<file path="src/rtl/cafeteira_serial_rx_fifo.sv">
`default_nettype none
// ============================================================================
// Module      : cafeteira_serial_rx_fifo
// Description : UART receiver with configurable character format and parity
//               check, feeding a show-ahead receive FIFO with sticky line
//               error flags. Drained through a valid/read handshake.
// Revision    : 1.0 - initial release
// ============================================================================
module cafeteira_serial_rx_fifo #(
  parameter int CLKS_PER_BIT = 434,
  parameter int DATA_BITS    = 8,
  parameter int PARITY       = 0,
  parameter int DEPTH        = 8
) (
  input  logic                   clock,
  input  logic                   reset,
  input  logic                   rxd,
  input  logic                   ler,
  input  logic                   limpa_erros,
  output logic [DATA_BITS-1:0]   dados,
  output logic                   pronto,
  output logic                   cheio,
  output logic [$clog2(DEPTH):0] contagem,
  output logic                   erro_paridade,
  output logic                   erro_quadro,
  output logic                   overflow
);

  localparam int CNT_W = $clog2(CLKS_PER_BIT);
  localparam int IDX_W = $clog2(DATA_BITS);
  localparam int PTR_W = $clog2(DEPTH);

  localparam logic [CNT_W-1:0] c_cnt_mid  = CNT_W'(CLKS_PER_BIT / 2);
  localparam logic [CNT_W-1:0] c_cnt_last = CNT_W'(CLKS_PER_BIT - 1);
  localparam logic [IDX_W-1:0] c_idx_last = IDX_W'(DATA_BITS - 1);
  localparam logic [PTR_W:0]   c_full     = (PTR_W + 1)'(DEPTH);

  typedef enum logic [2:0] {
    S_IDLE      = 3'd0,
    S_START     = 3'd1,
    S_DATA      = 3'd2,
    S_PARITY    = 3'd3,
    S_STOP      = 3'd4,
    S_WAIT_HIGH = 3'd5
  } state_t;

  // Synchronizer
  logic r_meta;
  logic r_rxs;

  // Receiver
  state_t               r_state;
  logic [CNT_W-1:0]     r_cnt;
  logic [IDX_W-1:0]     r_idx;
  logic [DATA_BITS-1:0] r_shift;
  logic                 r_par_err;

  // FIFO
  logic [DATA_BITS-1:0] r_mem [DEPTH];
  logic [PTR_W-1:0]     r_wr_ptr;
  logic [PTR_W-1:0]     r_rd_ptr;
  logic [PTR_W:0]       r_count;

  logic w_sample_last;
  logic w_par_bad;
  logic w_par_evt;
  logic w_frm_evt;
  logic w_push;
  logic w_pop;
  logic w_wr;
  logic w_ovf_evt;

  // Bring the asynchronous line into the clock domain; idles high out of reset
  always_ff @(posedge clock or negedge reset) begin
    if (!reset) begin
      r_meta <= 1'b1;
      r_rxs  <= 1'b1;
    end else begin
      r_meta <= rxd;
      r_rxs  <= r_meta;
    end
  end

  assign w_sample_last = (r_cnt == c_cnt_last);

  // Even parity: data plus parity bit must have an even number of ones
  assign w_par_bad = (PARITY == 2) ? ~(^r_shift ^ r_rxs) : (^r_shift ^ r_rxs);

  assign w_par_evt = (r_state == S_PARITY) && w_sample_last && w_par_bad;
  assign w_frm_evt = (r_state == S_STOP) && w_sample_last && !r_rxs;
  assign w_push    = (r_state == S_STOP) && w_sample_last && r_rxs && !r_par_err;

  assign w_pop     = ler && pronto;
  assign w_wr      = w_push && (!cheio || w_pop);
  assign w_ovf_evt = w_push && cheio && !w_pop;

  // Character framing: find the start bit centre, then sample each bit one bit-time later
  always_ff @(posedge clock or negedge reset) begin
    if (!reset) begin
      r_state   <= S_IDLE;
      r_cnt     <= '0;
      r_idx     <= '0;
      r_shift   <= '0;
      r_par_err <= 1'b0;
    end else begin
      case (r_state)
        S_IDLE: begin
          if (!r_rxs) begin
            r_state <= S_START;
            r_cnt   <= '0;
          end
        end
        S_START: begin
          if (r_cnt == c_cnt_mid) begin
            if (!r_rxs) begin
              r_state   <= S_DATA;
              r_cnt     <= '0;
              r_idx     <= '0;
              r_par_err <= 1'b0;
            end else begin
              r_state <= S_IDLE;
            end
          end else begin
            r_cnt <= r_cnt + CNT_W'(1);
          end
        end
        S_DATA: begin
          if (w_sample_last) begin
            r_shift <= {r_rxs, r_shift[DATA_BITS-1:1]};
            r_cnt   <= '0;
            if (r_idx == c_idx_last) begin
              r_state <= (PARITY != 0) ? S_PARITY : S_STOP;
            end else begin
              r_idx <= r_idx + IDX_W'(1);
            end
          end else begin
            r_cnt <= r_cnt + CNT_W'(1);
          end
        end
        S_PARITY: begin
          if (w_sample_last) begin
            r_par_err <= w_par_bad;
            r_cnt     <= '0;
            r_state   <= S_STOP;
          end else begin
            r_cnt <= r_cnt + CNT_W'(1);
          end
        end
        S_STOP: begin
          if (w_sample_last) begin
            r_cnt   <= '0;
            r_state <= r_rxs ? S_IDLE : S_WAIT_HIGH;
          end else begin
            r_cnt <= r_cnt + CNT_W'(1);
          end
        end
        S_WAIT_HIGH: begin
          // A held-low line (break) must not decode as a run of zero characters
          if (r_rxs) begin
            r_state <= S_IDLE;
          end
        end
        default: begin
          r_state <= S_IDLE;
        end
      endcase
    end
  end

  // Sticky error flags; a new event wins over a simultaneous clear
  always_ff @(posedge clock or negedge reset) begin
    if (!reset) begin
      erro_paridade <= 1'b0;
      erro_quadro   <= 1'b0;
      overflow      <= 1'b0;
    end else begin
      erro_paridade <= w_par_evt | (erro_paridade & ~limpa_erros);
      erro_quadro   <= w_frm_evt | (erro_quadro & ~limpa_erros);
      overflow      <= w_ovf_evt | (overflow & ~limpa_erros);
    end
  end

  // FIFO storage; contents are meaningless while empty, so no reset
  always_ff @(posedge clock) begin
    if (w_wr) begin
      r_mem[r_wr_ptr] <= r_shift;
    end
  end

  // FIFO pointers and occupancy; a push at full is only accepted alongside a pop
  always_ff @(posedge clock or negedge reset) begin
    if (!reset) begin
      r_wr_ptr <= '0;
      r_rd_ptr <= '0;
      r_count  <= '0;
    end else begin
      if (w_wr) begin
        r_wr_ptr <= r_wr_ptr + PTR_W'(1);
      end
      if (w_pop) begin
        r_rd_ptr <= r_rd_ptr + PTR_W'(1);
      end
      case ({w_wr, w_pop})
        2'b10:   r_count <= r_count + (PTR_W + 1)'(1);
        2'b01:   r_count <= r_count - (PTR_W + 1)'(1);
        default: r_count <= r_count;
      endcase
    end
  end

  assign dados    = r_mem[r_rd_ptr];
  assign contagem = r_count;
  assign pronto   = (r_count != '0);
  assign cheio    = (r_count == c_full);

endmodule
`default_nettype wire

</file>
<file path="config.mk">
export PLATFORM = sky130hd
export DESIGN_NAME = cafeteira_serial_rx_fifo
export DESIGN_NICKNAME = d
export VERILOG_FILES = /design/src/rtl/cafeteira_serial_rx_fifo.sv
export SDC_FILE = /design/constraint.sdc
export NUM_CORES = 1
export LEC_CHECK = 0
export ABC_AREA = 1
export CAP_MARGIN = 20
export CORE_MARGIN = 2
export CORE_UTILIZATION = 40
export DETAILED_ROUTE_END_ITERATION = 10
export DONT_BUFFER_PORTS = 1
export HOLD_SLACK_MARGIN = 0.08
export SYNTH_ARGS = -nofsm -noshare
export SYNTH_HDL_FRONTEND = slang
export SYNTH_SLANG_ARGS = --single-unit
</file>
<file path="constraint.sdc">
create_clock -name clock -period 2.5 [get_ports clock]
set_input_delay 0.75 -clock clock [delete_from_list [all_inputs] [get_ports clock]]
set_output_delay 0.75 -clock clock [all_outputs]
set_load 0.02 [all_outputs]
</file>
## After elaboration in Yosys (flattened, before gate mapping)

Memories as Yosys holds them, arrays and structs flattened.
Index checks and enable logic that the tools add are counted.

- Add/subtract/negate cells: 6
- Eq/ne operators: 20
- Mux-type cells: 26
- Bitwise logic cells: 8
- Reductions and logical operators: 27

Operators by type and width:

| cell | count |
|---|---|
| 3-bit 2-to-1 mux | 12 |
| 9-bit 2-to-1 mux | 3 |
| 9-bit case mux with 3 select lines | 1 |
| 2-bit inequality test, second input constant | 9 |
| 3-bit case mux with 6 select lines | 1 |
| 1-bit logical AND | 10 |
| 3-bit by 1-bit adder with 3-bit output, second input constant | 3 |
| 9-bit by 1-bit adder with 9-bit output, second input constant | 1 |
| 3-bit equality test, second input constant | 3 |
| 9-bit by 8-bit equality test with 1-bit output, second input constant | 1 |
| 9-bit equality test, second input constant | 1 |
| 4-bit case mux with 2 select lines | 1 |
| 8-bit XOR reduction | 1 |
| 7-bit AND reduction | 1 |
| 3-bit by 2-bit equality test with 1-bit output, second input constant | 2 |
| 3-bit case mux with 2 select lines | 1 |
| 2-bit nonzero test | 3 |
| 1-bit 2-to-1 mux | 5 |
| 5-bit AND reduction | 1 |
| 4-bit by 1-bit adder with 4-bit output, second input constant | 1 |
| 4-bit equality test, second input constant | 1 |
| 1-bit logical NOT | 4 |
| 4-bit AND reduction | 1 |
| 4-bit nonzero test | 1 |
| other kinds (15) | 19 |

- Register bits after elaboration: 39
- RAM bits: 64
- Input port bits: 5
- Output and inout port bits: 17
- Word-level logic and storage cells: 101
- Memories kept: 1

Memory list:

| memory | words | bits a word | rd ports | clocked after memory_dff | write ports | line | source |
|---|---|---|---|---|---|---|---|
| r_mem | 8 | 8 | 1 | 0 | 1 | 59 | `logic [DATA_BITS-1:0] r_mem [DEPTH];` |

## Depth between registers and ports, before layout

Gate-level depths: netlist (run 1).

- Depth in word-level cells: 7
- Depth in mapped cells: 18
- Gate-level depth less buffers: 18

## Least setup slack after synthesis (run 1)

Ideal clock, no wire load.

- Kind: register -> register
- Start: reg r_cnt[1]
- End: mem r_mem[0][0] (enable)
- Setup time: 0.383 ns
- Data arrival time: 1.896 ns
- Required time: 2.117 ns
- Slack: 0.221 ns
- Cell stages (with the launch flop): 11
- Path buffers: 0
- Clock period less this slack: 2.279 ns
- Path through: dfrtp_1 -> inv_1 -> ha_1 -> nand2_1 -> inv_1 -> nand2_1 -> nor2_4 -> nand2_1 -> a21oi_4 -> nand2_2 -> nor3_1

- Word-level cells in the longest chain between the ends: 7

RTL lines:

| what | line | source |
|---|---|---|
| start: declaration | 53 | `logic [CNT_W-1:0] r_cnt;` |
| start signal: assignment | 124 | `r_cnt <= r_cnt + CNT_W'(1);` |
| start signal: assignment | 137 | `r_cnt <= r_cnt + CNT_W'(1);` |
| start signal: assignment | 146 | `r_cnt <= r_cnt + CNT_W'(1);` |
| 9-bit equality test | 84 | `assign w_sample_last = (r_cnt == c_cnt_last);` |
| 1-bit logical AND (3 in a row) | 91 | `assign w_push = (r_state == S_STOP) && w_sample_last && r_rxs && !r_par_err;` |
| 1-bit logical AND | 94 | `assign w_wr = w_push && (!cheio \|\| w_pop);` |
| 1-bit 2-to-1 mux | 185 | `if (w_wr) begin` |
| 1-bit 2-to-1 mux (not written as such) | 186 | `r_mem[r_wr_ptr] <= r_shift;` |
| end: declaration | 59 |  |

No other way between the ends.

## Worst setup path in the final report (run 1)

- Start: reg r_rd_ptr[0]
- End: out dados[5]

- Word-level cells in the longest chain between the ends: 1

RTL lines:

| what | line | source |
|---|---|---|
| start: declaration | 61 | `logic [PTR_W-1:0] r_rd_ptr;` |
| start signal: assignment | 201 | `r_rd_ptr <= r_rd_ptr + PTR_W'(1);` |
| memory read 8 x 8 bit | - |  |
| end: declaration | 20 | `output logic [DATA_BITS-1:0] dados,` |

No other way between the ends.

==> results of run 1 <==
[worst max-delay path, delay by kind of cell (launching register included)]
family	cells	cell delay, ps
buffers and inverters	2	290
AO/OA/AOI/OAI	1	260
AND/OR/NAND/NOR	3	360
flip-flops	1	410
[metal layers]
metal | track usage, % | vias to the layer above | wire length (µm)
met2 | 27.39 | 46 | 4725
met4 | 5.203 | 0 | 141
met3 | 4.212 | 16 | 374
met1 | 20.48 | 1589 | 4325
met5 | 0 | - | 0
li1 | - | 1648 | -
[registers in the layout, summed over array words and instances, names as in the netlist, 3 cells and up]
register / flops
r_idx: 3
contagem: 4
r_cnt: 9
r_mem: 64
r_wr_ptr: 3
r_shift: 8
r_state: 3
r_rd_ptr: 3
[layout make-up]
cell class	instances	area [µm²]	share of cell area [%]
sequential	103	2900	54.11
multi-input combinational	318	1625	30.32
clock buffer	9	225.2	4.202
timing repair buffer	21	180.2	3.361
clock inverter	7	77.57	1.447
inverter	46	172.7	3.221
tap	143	178.9	3.338
[through the flow]
stage / util [%] / worst slack (ps) / hold WS, ps / std cells / TNS [ps]
5_1_grt: 46.74 / -9.324 / 200.4 / 647 / -11.55
4_1_cts: 46.37 / 5.017 / 81.57 / 646 / 0
3_5_place_dp: 43.45 / 139.3 / 351.6 / 629 / 0
3_3_place_gp: 43.45 / 237.3 / 356.6 / 629 / 0
2_1_floorplan: - / 220.7 / 345.2 / 478 / 0
6_report: 46.74 / 85.43 / 201.9 / 647 / 0
[worst paths after layout]
kind | cells past startpoint | to
max | 6 | dados[5]
min reg2reg | 0 | r_rxs$_DFF_PN1_
min | 1 | r_rd_ptr[1]$_DFFE_PN0P_
min in group clock | 0 | r_rxs$_DFF_PN1_
max reg2reg | 17 | contagem[3]$_DFFE_PN0P_
max in group asynchronous | 1 | erro_quadro$_DFF_PN0_
[report_power, final]
group          switching [µW]  internal (µW)  total, µW
Sequential               66.4           1850       1920
Clock                     640            787       1430
Combinational             968            498       1470
[synth_stat cells, types with 2 or more instances]
master / n
dfstp_2: 2
ha_1: 8
nor2_1: 67
clkinv_1: 3
edfxtp_1: 64
nand4_1: 3
nand2_2: 4
inv_2: 5
dfrtp_1: 37
a21oi_1: 4
nand2_1: 122
inv_1: 38
xor2_1: 7
nor2_2: 2
nand3_1: 18
o32ai_1: 16
o21ai_0: 36
nor2_4: 2
o21ai_1: 7
clkbuf_1: 8
buf_1: 2
nor3_1: 9
[timing repair]
item	CTS	global route
hold buffers	1	1
setup endpoints to repair	2	9
hold endpoints to repair	22	15
gates resized for setup	3	8
[cell usage in the layout (no fill, tap or decap), types with 2 or more instances in the layout]
cell	instances
nor3_1	9
buf_6	2
ha_1	8
clkbuf_16	9
clkinv_1	4
nand3_1	18
inv_6	2
clkinvlp_4	2
o32ai_1	13
nand2_2	10
dfrtp_1	37
o21ai_0	36
xor2_1	7
inv_1	38
a21oi_1	4
o32ai_2	3
nor2_2	2
nor2_4	2
dfstp_2	2
inv_2	5
o21ai_1	7
nand4_1	3
nand2_1	116
buf_4	17
nor2_1	67
edfxtp_1	64
[cell families after synthesis]
logic type | synth area share, %
AND/OR/NAND/NOR | 20.27
flip-flops | 61.67
AO/OA/AOI/OAI | 9.444
buffers and inverters | 4.576
adder cells (fa/ha/maj) | 2.554
XOR/XNOR | 1.490
==> results.cfg, run 1 <==
[run_status]
outcome = complete, no violations

[floorplanning]
core_area_um2 = 11470
die_x_um = 112.4
die-height_um = 112.4
dieArea_um2 = 12640
rows = 39
initial_core_util_pct = 41.01
num_io_pins = 22

[synth]
avgSynthCellArea_um2 = 9.839
synth_top_cell_area_share_pct = 40.86
ys_types = 36
synth-seq-cells = 103
synth_edf_count = 64
yosysTopAreaCell = edfxtp_1
netlist_instances = 478
synth-main-ff-cell = edfxtp_1
yosysSeqAreaShare_pct = 61.67
syn-cell-area_um2 = 4703
async_flop_share_pct = 37.86
ys_warn_count = 0
synth_area_leaders = edfxtp_1 (41%), dfrtp_1 (20%), nand2_1 (9.7%)
syn_nets = 492

[sta]
final.min_clock_period_ps = 2415
tightest_slew_ps = 729.4
max_freq_mhz = 414.2
maxSlewViolCount = 0
slew_headroom_pct = 51.21
rsz0062_at_grt = yes
fin_crit_sh_pct = 96.58
finalHoldViolations = 0
skew_ps = 10.46
setup_violations = 0

[placed_design]
io_buffers = 0
dpl_cell_area_um2 = 4982
hpwlAfterDp_mm = 6.608
gp_congestion = 0.7792

[global_routing]
grt_pass1_vias = 3233
grt_overflow = 0
antenna_found_initial = 0
grt_max_degree = 23
grtUsageTotal_pct = 16.21
grt_pass1_wl_mm = 15.97

[cells_and_area]
area_delta_synth_final_pct = 13.97
stdcell_area_um2 = 5360
fin_nets = 513
diodes = 0
fillers = 1058
layout-drive-gt1-share_pct = 12.90

[critical_path]
timing.rr.start = r_cnt[1]$_DFFE_PN0P_
crit_chain = inv_1, buf_6, nor2_1, o32ai_1, nand2_1, nand2_1
cp-end-kind = output pin
crit_top_cell = nand2_1
cp-startpoint = r_rd_ptr[0]$_DFFE_PN0P_
r2r_setup_slack_ps = 220
arrival_ps = 1660
critPathSlowestCell = dfrtp_1
cp_max_fo = 16
cp_data_required_time_ps = 1750
start_kind = register
slowest_delay_ps = 410
timing_worst_setup_path_type = register to output pin

[routing]
drc = 0
vias = 3299
drt_iter0_drc = 162
vias_per_cell = 5.099
routedWlPerCell_um = 14.79
drt_wl_total_mm = 9.566
ant_nets = 0
firstDrtPassIters = 4

[clock_tree]
root_buffer = clkbuf_16
cts.clk_slew.worst_paths_ps = 80
ctsHtreeMaxLevel = 3
cts.sinks = 103
cts_tree = yes
clkLatencyLatePin_ps = 350
postCtsSetupRepairBufs = 0
clk_path_buf_depth = 2
cts_buffers = 9

[flow_run]
cap_violations = 0

[power_and_ir_drop]
power.leakage_uw = 0.002379
irDropWorstVdd_mv = 0.5618
power_uw = 4814
power_density_nw_per_um2 = 898.1

[worst_hold_path]
hp-class = primary input to asynchronous set/reset pin
Power figures use the tool's default switching activity.
==> inputs of run 2 (changes only) <==
Settings changed: MAX_ROUTING_LAYER set to met4.
==> run 2 against run 1 <==
Effect of this change: final cell count is the same; routed wire length is essentially flat; core utilization is the same; worst hold slack lost 100 ps; flip-flop and latch count is the same; via count is essentially flat; clock-buffer cell count is the same; clock skew is essentially flat; clock power is essentially flat; combinational power is essentially flat; sequential share of layout area is the same; die area is the same; critical path type unchanged; largest power group unchanged.
==> results.cfg, run 2 (synthesis gave the netlist of run 1 again) <==
[routing]
met3_length_um = 386
wl_met2_mm = 4.732
routed.top_layer = met4
routedLengthMet1_mm = 4.339
ant_nets = 0
vias = 3301
drt_iter0_drc = 164
firstDrtPassIters = 4
routedWlPerCell_um = 14.77
drc = 0
vias_per_cell = 5.102
drt_wl_total_mm = 9.558

[clock_tree]
root_buffer = clkbuf_16
cts_buffers = 9
postCtsSetupRepairBufs = 0
cts.sinks = 103
clkLatencyLatePin_ps = 350
clk_path_buf_depth = 2
cts_tree = yes
cts.clk_slew.worst_paths_ps = 70
ctsHtreeMaxLevel = 3

[sta]
fin_crit_sh_pct = 96.75
skew_ps = 10.68
slew_headroom_pct = 72.32
final.min_clock_period_ps = 2419
tightest_slew_ps = 415.2
setup_violations = 0
finalHoldViolations = 0
rsz0062_at_grt = yes
setup_ws_ps = 81.33
maxSlewViolCount = 0
max_freq_mhz = 413.5

[cells_and_area]
final_common_cell = nand2_1
reg_top3 = r_mem: 64 flops, r_cnt: 9 flops, r_shift: 8 flops
layout-drive-gt1-share_pct = 12.90
stdcell_area_um2 = 5360
fin_nets = 513
area_delta_synth_final_pct = 13.97
largest_reg_flops = 64
regMostFlops = r_mem
layout_common_cells = nand2_1 (116), nor2_1 (67), edfxtp_1 (64)
diodes = 0

[power_and_ir_drop]
combPwrFrac_pct = 30.5
switching_share_pct = 34.73
power_density_nw_per_um2 = 897.2
p_int_uw = 3139
p_switching_uw = 1670
seq_power_share_pct = 40.0
power.leakage_uw = 0.002379
pwr-share-clk_pct = 29.5
irDropWorstVdd_mv = 0.5630

[placed_design]
dp_slack_ps = 139.3
dpl_cell_area_um2 = 4982
gp_congestion = 0.7899
hpwlAfterDp_mm = 6.608
io_buffers = 0

[critical_path]
arrival_ps = 1670
slowest_delay_ps = 410
start_kind = register
critPathSlowestCell = dfrtp_1
timing_worst_setup_path_type = register to output pin
cp-end-kind = output pin
cp_max_fo = 16
crit_chain = inv_1, buf_6, nor2_1, o32ai_1, nand2_1, nand2_1
crit_top_cell = nand2_1
cp_data_required_time_ps = 1750

[floorplanning]
core_area_um2 = 11470
die-height_um = 112.4
rows = 39
dieArea_um2 = 12640
initial_core_util_pct = 41.01
num_io_pins = 22
die_x_um = 112.4

[global_routing]
grt_pass1_wl_mm = 16.00
grt_overflow = 0
antenna_found_initial = 0
grtUsageTotal_pct = 16.69
grt_pass1_vias = 3231
grt_max_degree = 23

[run_status]
outcome = complete, no violations

[flow_run]
cap_violations = 0

[worst_hold_path]
hp-class = primary input to asynchronous set/reset pin
-- run 2: cell counts in the layout (fill, tap and decap cells not counted) --
Identical to the previous run, type by type.
-- run 2: power groups by stage --
stage | clock [µW] | sequential, µW | combinational (µW)
6_report | 1420 | 1920 | 1470
2_1_floorplan | 0 | 1990 | 989
3_3_place_gp | 0 | 1950 | 1360
5_1_grt | 1510 | 1930 | 1640
3_5_place_dp | 0 | 1960 | 1380
4_1_cts | 1460 | 1920 | 1420
-- run 2: worst paths after layout --
| check | start | end | slack, ps | cells past startpoint |
|---|---|---|---|---|
| setup / recovery | r_rd_ptr[0]$_DFFE_PN0P_ | dados[5] | 80 | 6 |
| hold / removal | reset | r_par_err$_DFFE_PN0P_ | 100 | 0 |
| setup reg to reg | r_cnt[1]$_DFFE_PN0P_ | contagem[3]$_DFFE_PN0P_ | 220 | 17 |
| hold reg to reg | r_meta$_DFF_PN1_ | r_rxs$_DFF_PN1_ | 360 | 0 |
| max in group asynchronous | reset | r_shift[3]$_DFFE_PN0P_ | 1460 | 1 |
| min in group clock | r_meta$_DFF_PN1_ | r_rxs$_DFF_PN1_ | 360 | 0 |
-- run 2: final cells by class --
type                            count  area, µm²
Fill cell                        1058       6107
Timing Repair Buffer               21      180.2
Clock buffer                        9      225.2
Sequential cell                   103       2900
Clock inverter                      7      77.57
Multi-Input combinational cell    318       1625
Tap cell                          143      178.9
Inverter                           46      172.7
-- run 2: per-stage QoR --
| stage | power (µW) | setup TNS (ps) | utilization, % | hold slack (ps) | instances |
|---|---|---|---|---|---|
| after floorplan | 2978 | 0 | - | 345.2 | 478 |
| after global placement | 3315 | 0 | 43.45 | 356.6 | 629 |
| after detailed placement | 3337 | 0 | 43.45 | 351.6 | 629 |
| after CTS | 4800 | 0 | 46.37 | 81.57 | 646 |
| after global routing | 5085 | -7.706 | 46.74 | 79.77 | 647 |
| final | 4809 | 0 | 46.74 | 98.54 | 647 |
-- run 2: timing repair --
| item | CTS | global route |
|---|---|---|
| pin swaps | 0 | 0 |
| gates resized for setup | 3 | 8 |
| endpoints found under the setup margin | 2 | 8 |
| hold endpoints to repair | 22 | 7 |
| hold buffers | 1 | 1 |
-- run 2: per-layer routing --
metal / vias up / track usage (%)
met5: - / -
met4: 0 / 5.203
met3: 11 / 3.996
met2: 48 / 27.35
met1: 1591 / 20.62
li1: 1651 / -
-- run 2: critical path: cells and delay by family (launching register included) --
kind / cells / cell delay, ps
AOI/OAI and AO/OA: 1 / 260
and+or+nand+nor: 3 / 360
DFF: 1 / 410
buffers and inverters: 2 / 290
==> inputs of run 3 (changes only) <==
Settings changed: CTS_BUF_LIST set to sky130_fd_sc_hd__clkbuf_2.
==> run 3 against run 2 <==
Effect of this change: the run now ends with setup timing left; sequential power hardly changed; final area is 0.26% lower; routed wire length is 2.1% higher; sequential share of layout area is 0.19 points higher; global-route usage is 0.51 points higher; setup slack worse by 270 ps; die area stayed put; critical path depth stayed put; register-to-register slack worse by 20 ps; core utilization is 0.12 points lower; largest cell class unchanged.
==> results.cfg, run 3 (synthesis gave the netlist of run 1 again) <==
[floorplanning]
die-height_um = 112.4
num_io_pins = 22
initial_core_util_pct = 41.01
rows = 39
core_area_um2 = 11470
die_x_um = 112.4
dieArea_um2 = 12640

[power_and_ir_drop]
irDropWorstVdd_mv = 0.5009
power_density_nw_per_um2 = 845.0
power.leakage_uw = 0.002360

[cells_and_area]
fin_nets = 518
layout-drive-gt1-share_pct = 16.90
reg_top3 = r_mem: 64 flops, r_cnt: 9 flops, r_shift: 8 flops
diodes = 0
layout_common_cells = nand2_1 (113), nor2_1 (65), edfxtp_1 (64)
stdcell_area_um2 = 5346
largest_reg_flops = 64
final_common_cell = nand2_1
fin_cells = 652
regMostFlops = r_mem
area_delta_synth_final_pct = 13.67
final_util_pct = 46.62

[run_status]
outcome = finished with violations
violations = setup timing

[routing]
vias_per_cell = 5.126
ant_nets = 0
firstDrtPassIters = 4
drc = 0
drt_iter0_drc = 157
drt_wl_total_mm = 9.755
vias = 3342
routedWlPerCell_um = 14.96

[sta]
tightest_slew_ps = 412.8
final.min_clock_period_ps = 2686
setup_ws_ps = -185.9
fin_crit_sh_pct = 107.4
setup_tns_ps = -1179
finalHoldViolations = 0
hold_ws_ps = 311.1
skew_ps = 28.88
rsz0062_at_grt = yes
slew_headroom_pct = 72.48
maxSlewViolCount = 0
setup_violations = 8
max_freq_mhz = 372.3

[clock_tree]
ctsHtreeMaxLevel = 3
clk_path_buf_depth = 2
cts_buffers = 9
cts_tree = yes
cts.sinks = 103
root_buffer = clkbuf_2
clkLatencyLatePin_ps = 600
cts.clk_slew.worst_paths_ps = 270

[critical_path]
cp_max_fo = 8
arrival_ps = 1940
cp-end-kind = output pin
cp_data_required_time_ps = 1750
crit_chain = inv_4, buf_8, nor2_2, o32ai_2, nand2_1, nand2_2
start_kind = register
timing_worst_setup_path_type = register to output pin
critPathSlowestCell = dfrtp_2
slowest_delay_ps = 520

[global_routing]
grtUsageTotal_pct = 17.20
grt_pass1_vias = 3315
grt_pass1_wl_mm = 16.48
antenna_found_initial = 0
grt_max_degree = 40
grt_overflow = 0

[placed_design]
io_buffers = 0
gp_congestion = 0.7899
dpl_cell_area_um2 = 4982
dp_cells = 629
hpwlAfterDp_mm = 6.608

[flow_run]
cap_violations = 0

[worst_hold_path]
hp-class = primary input to register
## run 3: cell count changes in the layout (fill, tap and decap cells not counted), sizes merged
cell,before,now
buf,20,24
dlygate4sd3,1,2
## run 3: layout make-up
| class | instances | area, µm² |
|---|---|---|
| clock buffer | 9 | 45.04 |
| clock inverter | 7 | 77.57 |
| fill | 1075 | 6121 |
| inverter | 46 | 175.2 |
| multi-input combinational | 318 | 1703 |
| sequential | 103 | 2903 |
| tap | 143 | 178.9 |
| timing repair buffer | 26 | 264.0 |
## run 3: what timing repair did
item | in CTS | in global routing
cloned | 2 | 0
hold endpoints to repair | 39 | 1
resized for setup | 25 | 13
pin swaps | 9 | 11
setup buffers | 2 | 0
hold buffers | 2 | 1
endpoints found under the setup margin | 8 | 10
## run 3: critical path: cells and delay by family (launching register included)
kind / cells / cell delay, ps
compound gates: 1 / 280
buf+inv: 2 / 230
flops: 1 / 520
simple gates: 3 / 300
## run 3: through the flow
step | setup slack (ps) | total power [µW]
after floorplan | 220.7 | 2978
after global placement | 237.3 | 3315
after detailed placement | 139.3 | 3337
after CTS | -205.2 | 4458
after global routing | -316.9 | 4799
final | -185.9 | 4518
## run 3: power breakdown
| group | switching, µW | total (µW) | internal (µW) |
|---|---|---|---|
| logic | 1090 | 1770 | 681 |
| clock network | 568 | 809 | 241 |
| registers | 76.8 | 1940 | 1860 |
| total | 1740 | 4520 | 2780 |
## run 3: final timing paths
| path | cells past startpoint | slack (ps) | from | to |
|---|---|---|---|---|
| max | 6 | -190 | r_rd_ptr[0]$_DFFE_PN0P_ | dados[6] |
| max in group asynchronous | 2 | 1620 | reset | r_meta$_DFF_PN1_ |
| min reg2reg | 0 | 380 | r_meta$_DFF_PN1_ | r_rxs$_DFF_PN1_ |
| max reg2reg | 17 | 200 | r_cnt[1]$_DFFE_PN0P_ | contagem[3]$_DFFE_PN0P_ |
| min | 3 | 310 | limpa_erros | erro_paridade$_DFF_PN0_ |
| min in group asynchronous | 2 | 590 | reset | r_rd_ptr[1]$_DFFE_PN0P_ |
## run 3: per-layer routing
layer | track usage, % | wire, µm
met5 | - | 0
met4 | 5.366 | 155
met3 | 4.482 | 422
met2 | 28.07 | 4785
met1 | 21.13 | 4391
